File: src/rtl/txc_stream_arbiter_pkg.sv
// txc_pkg: shared state encoding, select-width helper and counter width for the TXC stream arbiter.
package txc_pkg;

    typedef enum logic [1:0] {
        IDLE  = 2'd0,
        LOCK  = 2'd1,
        ABORT = 2'd2
    } state_e;

    localparam int PKT_W = 16;

    function automatic int sel_w(input int n);
        return (n <= 2) ? 1 : $clog2(n);
    endfunction

endpackage

File: src/rtl/txc_stream_arbiter_rr_select.sv
// txc_rr_select: rotating-priority pick of the first requester after the last grant.
module txc_rr_select #(
    parameter int NUM_SRC = 4,
    parameter int SEL_W   = 2
) (
    input  logic [NUM_SRC-1:0] req,
    input  logic [SEL_W-1:0]   last,
    output logic [SEL_W-1:0]   nxt,
    output logic               any
);

    logic [SEL_W-1:0] idx;

    // Walk offsets from farthest to nearest so the nearest requester after last wins.
    always_comb begin
        nxt = last;
        idx = '0;
        for (int i = NUM_SRC; i >= 1; i--) begin
            idx = SEL_W'((int'(last) + i) % NUM_SRC);
            if (req[idx]) nxt = idx;
        end
    end

    assign any = |req;

endmodule

File: src/rtl/txc_stream_arbiter.sv
// txc_stream_arbiter: packet-granular round-robin AXI4-Stream arbiter with a registered output stage.
// Optional mid-packet stall timeout and abort beat are enabled by defining TXC_ARB_TIMEOUT_EN.
module txc_stream_arbiter
    import txc_pkg::*;
#(
    parameter  int NUM_SRC        = 4,
    parameter  int DATA_WIDTH     = 32,
    parameter  int TIMEOUT_CYCLES = 1024,
    localparam int SEL_W          = sel_w(NUM_SRC)
) (
    input  logic                          ACLK,
    input  logic                          ARESETN,
    input  logic [NUM_SRC*DATA_WIDTH-1:0] s_axis_tdata,
    input  logic [NUM_SRC-1:0]            s_axis_tvalid,
    input  logic [NUM_SRC-1:0]            s_axis_tlast,
    output logic [NUM_SRC-1:0]            s_axis_tready,
    output logic [DATA_WIDTH-1:0]         m_axis_tdata,
    output logic [SEL_W-1:0]              m_axis_tdest,
    output logic                          m_axis_tuser,
    output logic                          m_axis_tlast,
    output logic                          m_axis_tvalid,
    input  logic                          m_axis_tready,
    output logic [SEL_W-1:0]              grant_idx,
    output logic                          busy,
    output logic [PKT_W-1:0]              pkt_count,
    output logic                          timeout_err
);

    if (NUM_SRC < 2 || NUM_SRC > 8 || TIMEOUT_CYCLES < 1 || TIMEOUT_CYCLES > 65535) begin : g_cfg_err
        $error("txc_stream_arbiter: parameter out of range");
    end

    state_e                  state_q, state_d;
    logic [SEL_W-1:0]        grant_q, grant_d, rr_idx;
    logic [DATA_WIDTH-1:0]   tdata_q, tdata_d;
    logic [SEL_W-1:0]        tdest_q, tdest_d;
    logic                    tlast_q, tlast_d;
    logic                    tvalid_q, tvalid_d;
    logic [PKT_W-1:0]        pkt_q, pkt_d;
    logic                    rr_any, out_free, src_valid, accept;
`ifdef TXC_ARB_TIMEOUT_EN
    logic                    tuser_q, tuser_d;
    logic                    timeout_q, timeout_d;
    logic [15:0]             stall_q, stall_d;
`endif

    txc_rr_select #(
        .NUM_SRC (NUM_SRC),
        .SEL_W   (SEL_W)
    ) u_rr_select (
        .req  (s_axis_tvalid),
        .last (grant_q),
        .nxt  (rr_idx),
        .any  (rr_any)
    );

    assign out_free  = ~tvalid_q | m_axis_tready;
    assign src_valid = s_axis_tvalid[grant_q];
    assign accept    = (state_q == LOCK) && src_valid && out_free;

    always_comb begin
        s_axis_tready          = '0;
        s_axis_tready[grant_q] = (state_q == LOCK) && out_free;
    end

    always_comb begin
        state_d  = state_q;
        grant_d  = grant_q;
        tdata_d  = tdata_q;
        tdest_d  = tdest_q;
        tlast_d  = tlast_q;
        tvalid_d = tvalid_q & ~m_axis_tready;
        pkt_d    = pkt_q;
`ifdef TXC_ARB_TIMEOUT_EN
        tuser_d   = tuser_q;
        timeout_d = 1'b0;
        stall_d   = '0;
`endif
        if (accept) begin
            tdata_d  = s_axis_tdata[int'(grant_q)*DATA_WIDTH +: DATA_WIDTH];
            tlast_d  = s_axis_tlast[grant_q];
            tdest_d  = grant_q;
            tvalid_d = 1'b1;
`ifdef TXC_ARB_TIMEOUT_EN
            tuser_d  = 1'b0;
`endif
        end
        case (state_q)
            IDLE: begin
                if (rr_any) begin
                    grant_d = rr_idx;
                    state_d = LOCK;
                end
            end
            LOCK: begin
                if (accept && s_axis_tlast[grant_q]) begin
                    pkt_d   = pkt_q + PKT_W'(1);
                    state_d = IDLE;
                end
`ifdef TXC_ARB_TIMEOUT_EN
                // Only cycles with the granted source idle count as a stall; backpressure does not.
                else if (!accept) begin
                    stall_d = stall_q + 16'(!src_valid);
                    if (stall_d == 16'(TIMEOUT_CYCLES)) begin
                        stall_d   = '0;
                        timeout_d = 1'b1;
                        state_d   = ABORT;
                    end
                end
`endif
            end
`ifdef TXC_ARB_TIMEOUT_EN
            ABORT: begin
                if (out_free) begin
                    tdata_d  = '0;
                    tlast_d  = 1'b1;
                    tuser_d  = 1'b1;
                    tdest_d  = grant_q;
                    tvalid_d = 1'b1;
                    state_d  = IDLE;
                end
            end
`endif
            default: state_d = IDLE;
        endcase
    end

    always_ff @(posedge ACLK or negedge ARESETN) begin
        if (!ARESETN) begin
            state_q   <= IDLE;
            grant_q   <= SEL_W'(NUM_SRC - 1);
            tdata_q   <= '0;
            tdest_q   <= '0;
            tlast_q   <= 1'b0;
            tvalid_q  <= 1'b0;
            pkt_q     <= '0;
`ifdef TXC_ARB_TIMEOUT_EN
            tuser_q   <= 1'b0;
            timeout_q <= 1'b0;
            stall_q   <= '0;
`endif
        end else begin
            state_q   <= state_d;
            grant_q   <= grant_d;
            tdata_q   <= tdata_d;
            tdest_q   <= tdest_d;
            tlast_q   <= tlast_d;
            tvalid_q  <= tvalid_d;
            pkt_q     <= pkt_d;
`ifdef TXC_ARB_TIMEOUT_EN
            tuser_q   <= tuser_d;
            timeout_q <= timeout_d;
            stall_q   <= stall_d;
`endif
        end
    end

    assign m_axis_tdata  = tdata_q;
    assign m_axis_tdest  = tdest_q;
    assign m_axis_tlast  = tlast_q;
    assign m_axis_tvalid = tvalid_q;
    assign grant_idx     = grant_q;
    assign busy          = (state_q != IDLE);
    assign pkt_count     = pkt_q;
`ifdef TXC_ARB_TIMEOUT_EN
    assign m_axis_tuser  = tuser_q;
    assign timeout_err   = timeout_q;
`else
    assign m_axis_tuser  = 1'b0;
    assign timeout_err   = 1'b0;
`endif

endmodule

File: config.mk
export PLATFORM = sky130hd
export DESIGN_NAME = txc_stream_arbiter
export DESIGN_NICKNAME = d
export VERILOG_FILES = /design/src/rtl/txc_stream_arbiter_pkg.sv /design/src/rtl/txc_stream_arbiter_rr_select.sv /design/src/rtl/txc_stream_arbiter.sv
export SDC_FILE = /design/constraint.sdc
export NUM_CORES = 1
export LEC_CHECK = 0
export CAP_MARGIN = 25
export CORE_ASPECT_RATIO = 0.6
export CORE_UTILIZATION = 38
export CTS_CLUSTER_SIZE = 12
export DETAILED_ROUTE_END_ITERATION = 10
export PLACE_DENSITY = 0.81
export SYNTH_ARGS = -nofsm -noshare
export SYNTH_HDL_FRONTEND = slang
export SYNTH_SLANG_ARGS = --single-unit
File: constraint.sdc
create_clock -name ACLK -period 3.1 [get_ports ACLK]
set_clock_uncertainty 0.05 [all_clocks]
set_input_delay 0.62 -clock ACLK [delete_from_list [all_inputs] [get_ports ACLK]]
set_output_delay 0.62 -clock ACLK [all_outputs]
set_load 0.02 [all_outputs]
==> results of run 1 <==
==> path summary, 6_finish.rpt <==
check	to	slack, ns	cells after the start
worst max-delay path	s_axis_tready[2]	0.27	4
worst min-delay path	pkt_count[13]	0.22	1
worst max register to register	m_axis_tdata[26]	0.81	4
worst min register to register	pkt_count[15]	0.42	1
max in group asynchronous	grant_idx[1]	2.11	2
min in group ACLK	pkt_count[15]	0.42	1
==> state kept, by name, indices dropped and copies added (netlist names) <==
signal         cells
m_axis_tdest       2
state_q            1
m_axis_tdata      32
m_axis_tvalid      1
m_axis_tlast       1
grant_idx          2
pkt_count         16
==> stage by stage <==
step	power, mW	setup slack (ns)	hold slack [ns]
3_3_place_gp	4.13	0.422	0.413
5_1_grt	4.99	0.132	0.257
4_1_cts	4.76	0.224	0.223
2_1_floorplan	3.04	0.780	0.274
3_5_place_dp	4.21	0.379	0.417
6_report	4.69	0.271	0.216
==> cell usage after synthesis (all sizes together), types with 2 or more instances <==
library cell / n
nand4: 2
clkbuf: 8
and3: 6
ha: 5
nor2: 6
mux4: 34
nor4: 8
a21oi: 4
nand2: 11
xor2: 13
mux2i: 5
dfstp: 2
mux2: 37
inv: 6
buf: 14
o21ai: 4
dfrtp: 53
nand3: 7
nor3: 2
nand2b: 2
xnor2: 2
==> critical path, delay by kind of cell (launching register included) <==
kind,cells,cell delay (ns)
flip-flops,1,0.81
AND/OR/NAND/NOR,1,0.15
buffers and inverters,2,0.70
adder cells (fa/ha/maj),1,0.22
==> power breakdown <==
part,internal [mW],total [mW],switching [mW]
clock network,0.298,0.534,0.236
logic,1.61,2.85,1.24
registers,1.03,1.30,0.268
==> cell type report <==
class	instances	area [um2]
clock buffer	6	129
clock inverter	2	12.5
fill	664	2960
inverter	6	22.5
multi-input combinational	162	1830
sequential	55	1380
tap	112	140
timing repair buffer	207	2050
==> layout by cell type (no fill, tap or decap), types with 9 or more instances in the layout <==
master	Yosys	routed
dfrtp_1	53	53
nand2_1	11	11
mux4_2	34	34
mux2_2	34	34
buf_4	2	9
xor2_1	13	13
clkdlybuf4s50_1	0	196
==> metal layers <==
| metal | vias up | track usage, % | wire length, um |
|---|---|---|---|
| met1 | 1390 | 24.8 | 3740 |
| met3 | 4 | 5.37 | 758 |
| met4 | 0 | 4.07 | 64 |
| li1 | 1305 | - | - |
| met5 | - | 0 | 0 |
| met2 | 119 | 34.3 | 4590 |
==> logic make-up after synthesis <==
kind of cell,share of synthesized area [%]
mux,37.0
flops,41.4
simple gates,8.82
buf+inv,3.94
compound gates,2.97
xor+xnor,3.94
fa+ha+maj,1.88
other cells,0.113
==> run_results.csv, run 1 <==
group,metric,value,unit
critical_path,cp_max_fo,17,
clocking,cts-htree-levels,2,
timing,slew_headroom,62.6,%
finish,drive_gt1_share,21.7,%
timing,slew_violations,0,
grt,gr-total-overflow,0,
critical_path,r2r_start,"grant_idx[0]",
drt,antenna_left,0,
yosys,synth_seq_cells,55,
clocking,cts_tree,"yes",
placed_design,port_buffers,197,
grt,grt_first_pass_wirelength,13.6,mm
drt,drc,0,
yosys,synthArstFlopShare,100,%
finish,final_cell_area,5560,um2
clocking,root_buffer,"clkbuf_16",
finish,antenna_cells,0,
status,status,"complete, no violations",
yosys,ys_warn_count,0,
grt,antenna_found_initial,0,
timing,finalSetupViolCount,0,
placed_design,dp.cells,542,
placed_design,post-dp-hpwl,7.43,mm
critical_path,endpoint_kind,"output port",
job,cap_violations,0,
yosys,synth.avg_cell_area,13.7,um2
finish,post-route-util,65.3,%
yosys,synth_top_cell_by_area,"dfrtp_1",
clocking,cts_made_buffers,5,
drt,drtPass1Iterations,4,
power_and_ir_drop,power_density,842,nW/um2
drt,wl_per_cell,16.6,um
yosys,synth-main-ff-cell,"dfrtp_1",
placed_design,dpl_cell_area,5420,um2
timing,period_needed,2.83,ns
floorplan,die_w,123,um
power_and_ir_drop,peakVddDrop,0.400,mV
critical_path,startpoint,"grant_idx[0]",
yosys,synthTopCellsByArea,"dfrtp_1 40%, mux4_2 23%, mux2_2 11%",
clocking,insertion_delay,0.29,ns
floorplan,std_cell_rows,26,
finish,syn_to_final_growth,66.9,%
critical_path,crit_chain,"inv_1 > ha_1 > and3_1 > clkdlybuf4s50_1",
drt,vias,2818,
clocking,clock_tree.buffer_depth,2,
drt,drt-total-wl,9.15,mm
timing,finalHoldViolCount,0,
yosys,synth_area,3330,um2
critical_path,cp.required,2.43,ns
placed_design,place_congestion,0.729,
clocking,cts_sinks,55,
timing,fin_crit_sh,91.2,%
floorplan,die_h,74.5,um
finish,nets,581,
critical_path,critical_path.slowest_cell,"dfstp_2",
yosys,synth_top_area_share,39.8,%
grt,grt_max_degree,30,
timing,setup-tns-final,0,ns
clocking,post_cts_resized,0,
floorplan,design.core.area,8520,um2
critical_path,max_stage_delay,0.81,ns
timing,fmax,0.354,GHz
clocking,hold_buffers,0,
min_path,hold_path_class,"input pin to asynchronous set/reset pin",
finish,finalNonFillerCells,550,
floorplan,die_area,9160,um2
drt,dr.first_iter.drc_count,103,
yosys,synth_cells,244,
critical_path,crit_path_start_kind,"register",
floorplan,num_io_pins,200,
timing,rsz0062_at_grt,"false",
critical_path,worstPathArrival,2.16,ns
clocking,clk_pin_slew,0.07,ns
clocking,post_cts_buffers,0,
critical_path,crit_type,"register to output port",
yosys,synth_edf_count,0,
power_and_ir_drop,p_leak,2.25,nW
grt,grt_util_all_layers,19.7,%
yosys,ys_seq_area_share,41.4,%
floorplan,initial_core_util,39.1,%
drt,viasPerCell,5.12,
grt,grt_pass1_vias,2840,
yosys,synth_cell_types,40,
timing,worst_pin_slew,0.561,ns
Power figures use the tool's default switching activity.
==> inputs of run 2 (changes only) <==
--- a/config.mk
+++ b/config.mk
@@ -10,7 +10,8 @@
 export CORE_UTILIZATION = 38
 export CTS_CLUSTER_SIZE = 12
 export DETAILED_ROUTE_END_ITERATION = 10
-export PLACE_DENSITY = 0.81
+export GPL_ROUTABILITY_DRIVEN = 1
+export PLACE_DENSITY = 0.93
 export SYNTH_ARGS = -nofsm -noshare
 export SYNTH_HDL_FRONTEND = slang
 export SYNTH_SLANG_ARGS = --single-unit
==> run_results.csv, run 2 (same netlist as run 1, synthesis figures left out) <==
group,metric,value,unit
clocking,insertion_delay,0.29,ns
placed_design,dp_worst_setup_slack,0.206,ns
grt,antenna_found_initial,0,
critical_path,worstPathArrival,2.25,ns
finish,final_cell_mix,"196 x clkdlybuf4s50_1, 53 x dfrtp_1, 34 x mux4_2, 34 x mux2_2, 13 x xor2_1",
timing,slew_violations,0,
floorplan,initial_core_util,39.1,%
clocking,cts_sinks,55,
drt,dr.first_iter.drc_count,68,
finish,largest_reg_flops,32,
finish,fill_cells,657,
clocking,clk_pin_slew,0.07,ns
drt,antenna_left,0,
critical_path,crit_family,"buffers and inverters",
timing,finalHoldViolCount,0,
grt,grt_first_pass_wirelength,14.7,mm
finish,syn_to_final_growth,67.3,%
critical_path,crit_path_start_kind,"input pin",
floorplan,die_h,74.5,um
clocking,post_cts_resized,0,
placed_design,dp.cells,541,
timing,holdWs,0.157,ns
grt,grt_util_all_layers,21.3,%
timing,fin_crit_sh,94.3,%
clocking,cts_made_buffers,5,
floorplan,die_area,9160,um2
finish,drive_gt1_share,21.9,%
timing,slew_headroom,65.1,%
critical_path,crit_chain,"clkdlybuf4s50_1 > nand2b_1 > and3_1 > clkdlybuf4s50_1",
clocking,cts-htree-levels,2,
clocking,clock_tree.buffer_depth,2,
grt,grt_max_degree,48,
placed_design,post-dp-hpwl,7.69,mm
finish,post-route-util,65.4,%
critical_path,critical_path.slowest_cell,"clkdlybuf4s50_1",
finish,nets,581,
drt,drc,0,
critical_path,cp_max_fo,9,
floorplan,die_w,123,um
critical_path,max_stage_delay,0.60,ns
critical_path,path_common_cell,"clkdlybuf4s50_1",
power_and_ir_drop,p_leak,2.26,nW
timing,setup-tns-final,0,ns
drt,viasPerCell,5.22,
timing,period_needed,2.92,ns
job,cap_violations,0,
power_and_ir_drop,power_density,848,nW/um2
drt,drt-total-wl,9.68,mm
finish,register_area,1380,um2
finish,finalNonFillerCells,550,
finish,final_cell_area,5580,um2
min_path,hold_path_class,"input pin to asynchronous set/reset pin",
power_and_ir_drop,peakVddDrop,0.457,mV
floorplan,num_io_pins,200,
floorplan,design.core.area,8520,um2
critical_path,endpoint_kind,"output port",
critical_path,critPathBufInv,2,
critical_path,r2r_start,"grant_idx[1]",
clocking,hold_buffers,0,
status,status,"complete, no violations",
timing,worst_pin_slew,0.524,ns
floorplan,std_cell_rows,26,
drt,vias,2873,
placed_design,place_congestion,0.791,
critical_path,cp.required,2.43,ns
finish,final_common_cell,"clkdlybuf4s50_1",
finish,multi_input_area,1830,um2
timing,rsz0062_at_grt,"false",
critical_path,r2r_setup_slack,0.66,ns
clocking,cts_tree,"yes",
timing,finalSetupViolCount,0,
grt,gr-total-overflow,0,
placed_design,dpl_cell_area,5400,um2
critical_path,r2r_cells,5,
clocking,root_buffer,"clkbuf_16",
placed_design,port_buffers,197,
clocking,post_cts_buffers,0,
drt,drtPass1Iterations,4,
grt,grt_pass1_vias,2961,
timing,worst_slack,0.178,ns
finish,antenna_cells,0,
drt,wl_per_cell,17.6,um
power_and_ir_drop,total_power,4.73,mW
critical_path,crit_type,"input pin to output port",
timing,fmax,0.342,GHz
critical_path,rr_endpoint,"m_axis_tdata[26]",
==> run 2: cell counts in the layout (fill, tap and decap cells not counted) <==
No cell type changed its count.
==> run 2: area by class of cell <==
class	instances	share of cell area (%)
well taps	112	2.51
multi-input cells	162	32.8
repair buffers	207	36.8
clock inverters	2	0.292
clock buffers	6	2.49
flip-flops and latches	55	24.7
inverters	6	0.404
==> run 2: report_power, final <==
group          leakage [nW]  switching [mW]  internal, mW
Combinational          1.52            1.27          1.60
Clock                0.0731           0.256         0.323
Sequential            0.663           0.248          1.03
==> run 2: how the worst max path moves through the flow <==
stage | startpoint | depth (start not counted) | to | slack [ns]
after floorplan | grant_idx[1] | 7 | grant_idx[0] | 0.78
after global placement | m_axis_tready | 4 | s_axis_tready[0] | 0.25
after detailed placement | m_axis_tready | 4 | s_axis_tready[1] | 0.21
after CTS | m_axis_tready | 4 | s_axis_tready[0] | 0.19
after global routing | m_axis_tready | 4 | s_axis_tready[2] | 0.14
final | m_axis_tready | 4 | s_axis_tready[0] | 0.18
==> run 2: metal layers <==
metal	global-route usage (%)	vias to the layer above	wire length [um]
li1	-	1302	-
met1	25.1	1448	3850
met2	39.1	117	4970
met3	6.52	6	800
met4	4.34	0	57
met5	0	-	0
==> inputs of run 3 (changes only) <==
--- a/config.mk
+++ b/config.mk
@@ -7,11 +7,12 @@
 export LEC_CHECK = 0
 export CAP_MARGIN = 25
 export CORE_ASPECT_RATIO = 0.6
-export CORE_UTILIZATION = 38
+export CORE_UTILIZATION = 45
 export CTS_CLUSTER_SIZE = 12
 export DETAILED_ROUTE_END_ITERATION = 10
+export DONT_BUFFER_PORTS = 1
 export GPL_ROUTABILITY_DRIVEN = 1
-export PLACE_DENSITY = 0.93
+export PLACE_DENSITY = 0.72
 export SYNTH_ARGS = -nofsm -noshare
 export SYNTH_HDL_FRONTEND = slang
 export SYNTH_SLANG_ARGS = --single-unit
==> run_results.csv, run 3 (same netlist as run 1, synthesis figures left out) <==
group,metric,value,unit
clocking,post_cts_buffers,0,
power_and_ir_drop,total_power,3.88,mW
floorplan,design.core.area,6910,um2
status,status,"complete, no violations",
clocking,hold_buffers,1,
timing,setup-tns-final,0,ns
critical_path,crit_family,"flip-flops",
clocking,cts_made_buffers,5,
placed_design,post-dp-hpwl,6.34,mm
drt,drtPass1Iterations,4,
clocking,root_buffer,"clkbuf_16",
critical_path,crit_type,"register to output port",
drt,wl_met2,4.19,mm
drt,m1WireLength,2.96,mm
finish,drive_gt1_share,39.2,%
clocking,clock_tree.buffer_depth,2,
drt,drt-total-wl,8.24,mm
clocking,clk_pin_slew,0.07,ns
clocking,cts_sinks,55,
finish,final_common_cell,"dfrtp_1",
critical_path,crit_chain,"buf_4 > inv_1 > ha_1 > and3_1",
critical_path,max_stage_delay,0.55,ns
timing,finalHoldViolCount,0,
clocking,post_cts_resized,0,
critical_path,crit_path_start_kind,"register",
floorplan,num_io_pins,200,
drt,dr.first_iter.drc_count,112,
critical_path,critPathBufInv,2,
critical_path,critical_path.slowest_cell,"dfstp_2",
clocking,insertion_delay,0.29,ns
power_and_ir_drop,peakVddDrop,0.434,mV
timing,rsz0062_at_grt,"false",
timing,slew_headroom,63.6,%
timing,worst_pin_slew,0.546,ns
timing,period_needed,2.42,ns
grt,antenna_found_initial,3,
floorplan,std_cell_rows,23,
drt,drc,0,
drt,antenna_left,0,
timing,fmax,0.413,GHz
min_path,hold_path_class,"input pin to asynchronous set/reset pin",
critical_path,worstPathArrival,1.75,ns
timing,finalSetupViolCount,0,
finish,nets,383,
timing,slew_violations,0,
drt,wl_per_cell,25.1,um
job,cap_violations,0,
finish,final_cell_mix,"53 x dfrtp_1, 34 x mux4_2, 34 x mux2_2",
grt,gr-total-overflow,0,
floorplan,die_w,113,um
floorplan,die_area,7770,um2
grt,grt_first_pass_wirelength,11.9,mm
placed_design,port_buffers,0,
critical_path,cp_max_fo,16,
clocking,cts-htree-levels,2,
drt,viasPerCell,6.53,
timing,fin_crit_sh,78.1,%
critical_path,endpoint_kind,"output port",
finish,syn_to_final_growth,7.02,%
critical_path,cp.required,2.43,ns
drt,vias,2143,
finish,largest_reg_flops,32,
grt,grt_pass1_vias,2178,
power_and_ir_drop,p_leak,1.49,nW
placed_design,place_congestion,0.794,
grt,grt_max_degree,54,
clocking,cts_tree,"yes",
floorplan,die_h,68.7,um
floorplan,initial_core_util,48.3,%
drt,wl_met3,1.03,mm
power_and_ir_drop,power_density,1090,nW/um2
grt,grt_util_all_layers,21.0,%
drt,top_layer,"met5",
-- run 3: cell types whose count changed in the layout (fill, tap and decap cells not counted) --
cell / delta
clkinv_2: +3
clkbuf_8: -1
buf_12: -1
clkinv_4: -1
diode_2: +1
buf_4: -1
clkdlybuf4s50_1: -196
clkinvlp_4: -1
buf_16: +1
buf_2: -1
-- run 3: layout make-up --
class | instances | area (um2)
Fill cell | 598 | 3340
Tap cell | 87 | 109
Antenna cell | 1 | 2.50
Inverter | 6 | 22.5
Multi-Input combinational cell | 162 | 1830
Sequential cell | 55 | 1380
Clock buffer | 5 | 125
Clock inverter | 3 | 15.0
Timing Repair Buffer | 9 | 87.6
-- run 3: worst paths after layout --
path,slack (ns),endpoint,cells past startpoint,startpoint
hold reg to reg,0.58,pkt_count[15],1,pkt_count[15]
setup reg to reg,0.86,grant_idx[0],6,grant_idx[0]
hold / removal,0.12,grant_idx[1],0,ARESETN
min in group ACLK,0.49,state_q[0],2,s_axis_tvalid[1]
setup / recovery,0.68,s_axis_tready[2],4,grant_idx[0]
max in group asynchronous,2.63,m_axis_tdata[17],1,ARESETN
-- run 3: worst reg2reg max path, stage by stage (launching register included) --
cell	delay [ns]
dfstp_2	0.55
buf_4	0.30
buf_4	0.37
mux2_2	0.39
o22ai_1	0.20
o21ai_0	0.10
a21oi_1	0.21
-- run 3: metrics by stage --
step                      setup slack [ns]  hold slack, ns  cell area (um2)  util (%)  std cells
after floorplan                      0.780           0.274             3340         -        245
after global placement               0.893           0.276             3400      49.2        318
after detailed placement             0.862           0.276             3400      49.2        318
after CTS                            0.656           0.107             3560      51.6        327
after global routing                 0.559           0.100             3570      51.6        328
final                                0.678           0.119             3570      51.6        328
-- run 3: report_power, final --
part	internal [mW]	switching [mW]
registers	1.03	0.618
clock network	0.296	0.252
logic	0.936	0.749
total	2.26	1.62
-- run 3: routing by layer --
metal  track usage (%)  vias to the layer above
li1                  -                      914
met1              23.9                     1094
met2              36.3                      126
met4              6.09                        2
met5                 0                        -
met3              9.97                        7
==> patch: new RTL, config.mk and constraints of run 1 <==
`NUM_SRC` is set to 4 in 2 places; all go to 3.
--- a/src/rtl/txc_stream_arbiter_rr_select.sv
+++ b/src/rtl/txc_stream_arbiter_rr_select.sv
@@ -1,6 +1,6 @@
 // txc_rr_select: rotating-priority pick of the first requester after the last grant.
 module txc_rr_select #(
-    parameter int NUM_SRC = 4,
+    parameter int NUM_SRC = 3,
     parameter int SEL_W   = 2
 ) (
     input  logic [NUM_SRC-1:0] req,
--- a/src/rtl/txc_stream_arbiter.sv
+++ b/src/rtl/txc_stream_arbiter.sv
@@ -3,7 +3,7 @@
 module txc_stream_arbiter
     import txc_pkg::*;
 #(
-    parameter  int NUM_SRC        = 4,
+    parameter  int NUM_SRC        = 3,
     parameter  int DATA_WIDTH     = 32,
     parameter  int TIMEOUT_CYCLES = 1024,
     localparam int SEL_W          = sel_w(NUM_SRC)
Interface: changed (resized s_axis_tdata, s_axis_tlast, s_axis_tready and s_axis_tvalid); port bits go from 200 to 165. The function was not compared with the original's and may differ.
==> patch against run 1 <==
  * Worst setup slack lost 0.034 ns
  * Routed wire length shrank 2.6%
  * Sequential cell count is the same
  * Synthesized area shrank 7.1%
  * Combinational power shrank 16%
  * Total power shrank 12%
  * Final area shrank 12%
  * Count of clock-buffer cells in the layout grew 1
  * Global-route usage grew 0.94 points
==> patch: results (changes against run 1) <==
| Metric | Value |
|---|---|
| Global-route wire length before repair | `14,000 µm (+2.3%)` |
| Vias in the first global route | `2,807 (-1.2%)` |
| Worst-path fanout max | `13 (-4)` |
| Seq/total area | `28.0% (+3.2 points)` |
| Number of buffers added on ports | `162 (-18%)` |
| Int Power | `2.37 mW (-20%)` |
| CP arrival | `2.19 ns (+0.03 ns)` |
| Hold WS | `0.430 ns (+0.214 ns)` |
| Multi-input gate count | `258 (+59%)` |
| Clk tree area frac | `3.08% (+0.54 points)` |
| Critical-path top delay cell | `clkdlybuf4s50_1` |
| Met1 wire length | `4150 µm (+11%)` |
| Final nets | `604 (+4.0%)` |
| Wire length on met3 | `816 µm (+7.7%)` |
| Slew headroom | `49.4% (-13 points)` |
| Vias | `2,976 (+5.6%)` |
| Pleak | `2.07 nW (-8.2%)` |
| Crit-path max cell delay | `0.62 ns (-0.19 ns)` |
| Hpwl dp | `6620 µm (-11%)` |
| GP Congestion | `0.851 (+17%)` |
| CP startpoint | `grant_idx[0]` |
| Pre-CTS WS | `0.305 ns (-0.0747 ns)` |
| Detailed Route WL | `8910 µm (-2.6%)` |
| Sequential-to-total area share from yosys stat | `44.5% (+3.1 points)` |
| Outcome | `complete, no violations` |
-- patch: changes by cell type after synthesis, moves of 6 or more --
| cell | before | now |
|---|---|---|
| a21oi_1 | 4 | 34 |
| mux2_2 | 34 | 2 |
| mux2i_1 | 5 | 34 |
| mux4_2 | 34 | 0 |
| nand2_1 | 11 | 39 |
| nor2_1 | 6 | 41 |
| o21ai_0 | 4 | 39 |
| xnor2_1 | 2 | 8 |
| xor2_1 | 13 | 7 |
-- patch: kinds of logic after synthesis --
logic type	Yosys count	share of synthesized area, %
other	1	0.121
buffers and inverters	31	4.97
adder cells (fa/ha/maj)	5	2.02
XOR/XNOR	15	4.24
multiplexers	38	12.4
flip-flops	55	44.5
AND/OR/NAND/NOR	114	17.2
AO/OA/AOI/OAI	84	14.5
-- patch: stage by stage --
step,power [mW],instance area [µm²],instances
final,4.12,4920,603
after global routing,4.43,4920,603
after CTS,4.16,4920,603
after detailed placement,3.57,4770,595
after global placement,3.51,4770,595
after floorplan,2.62,3100,344
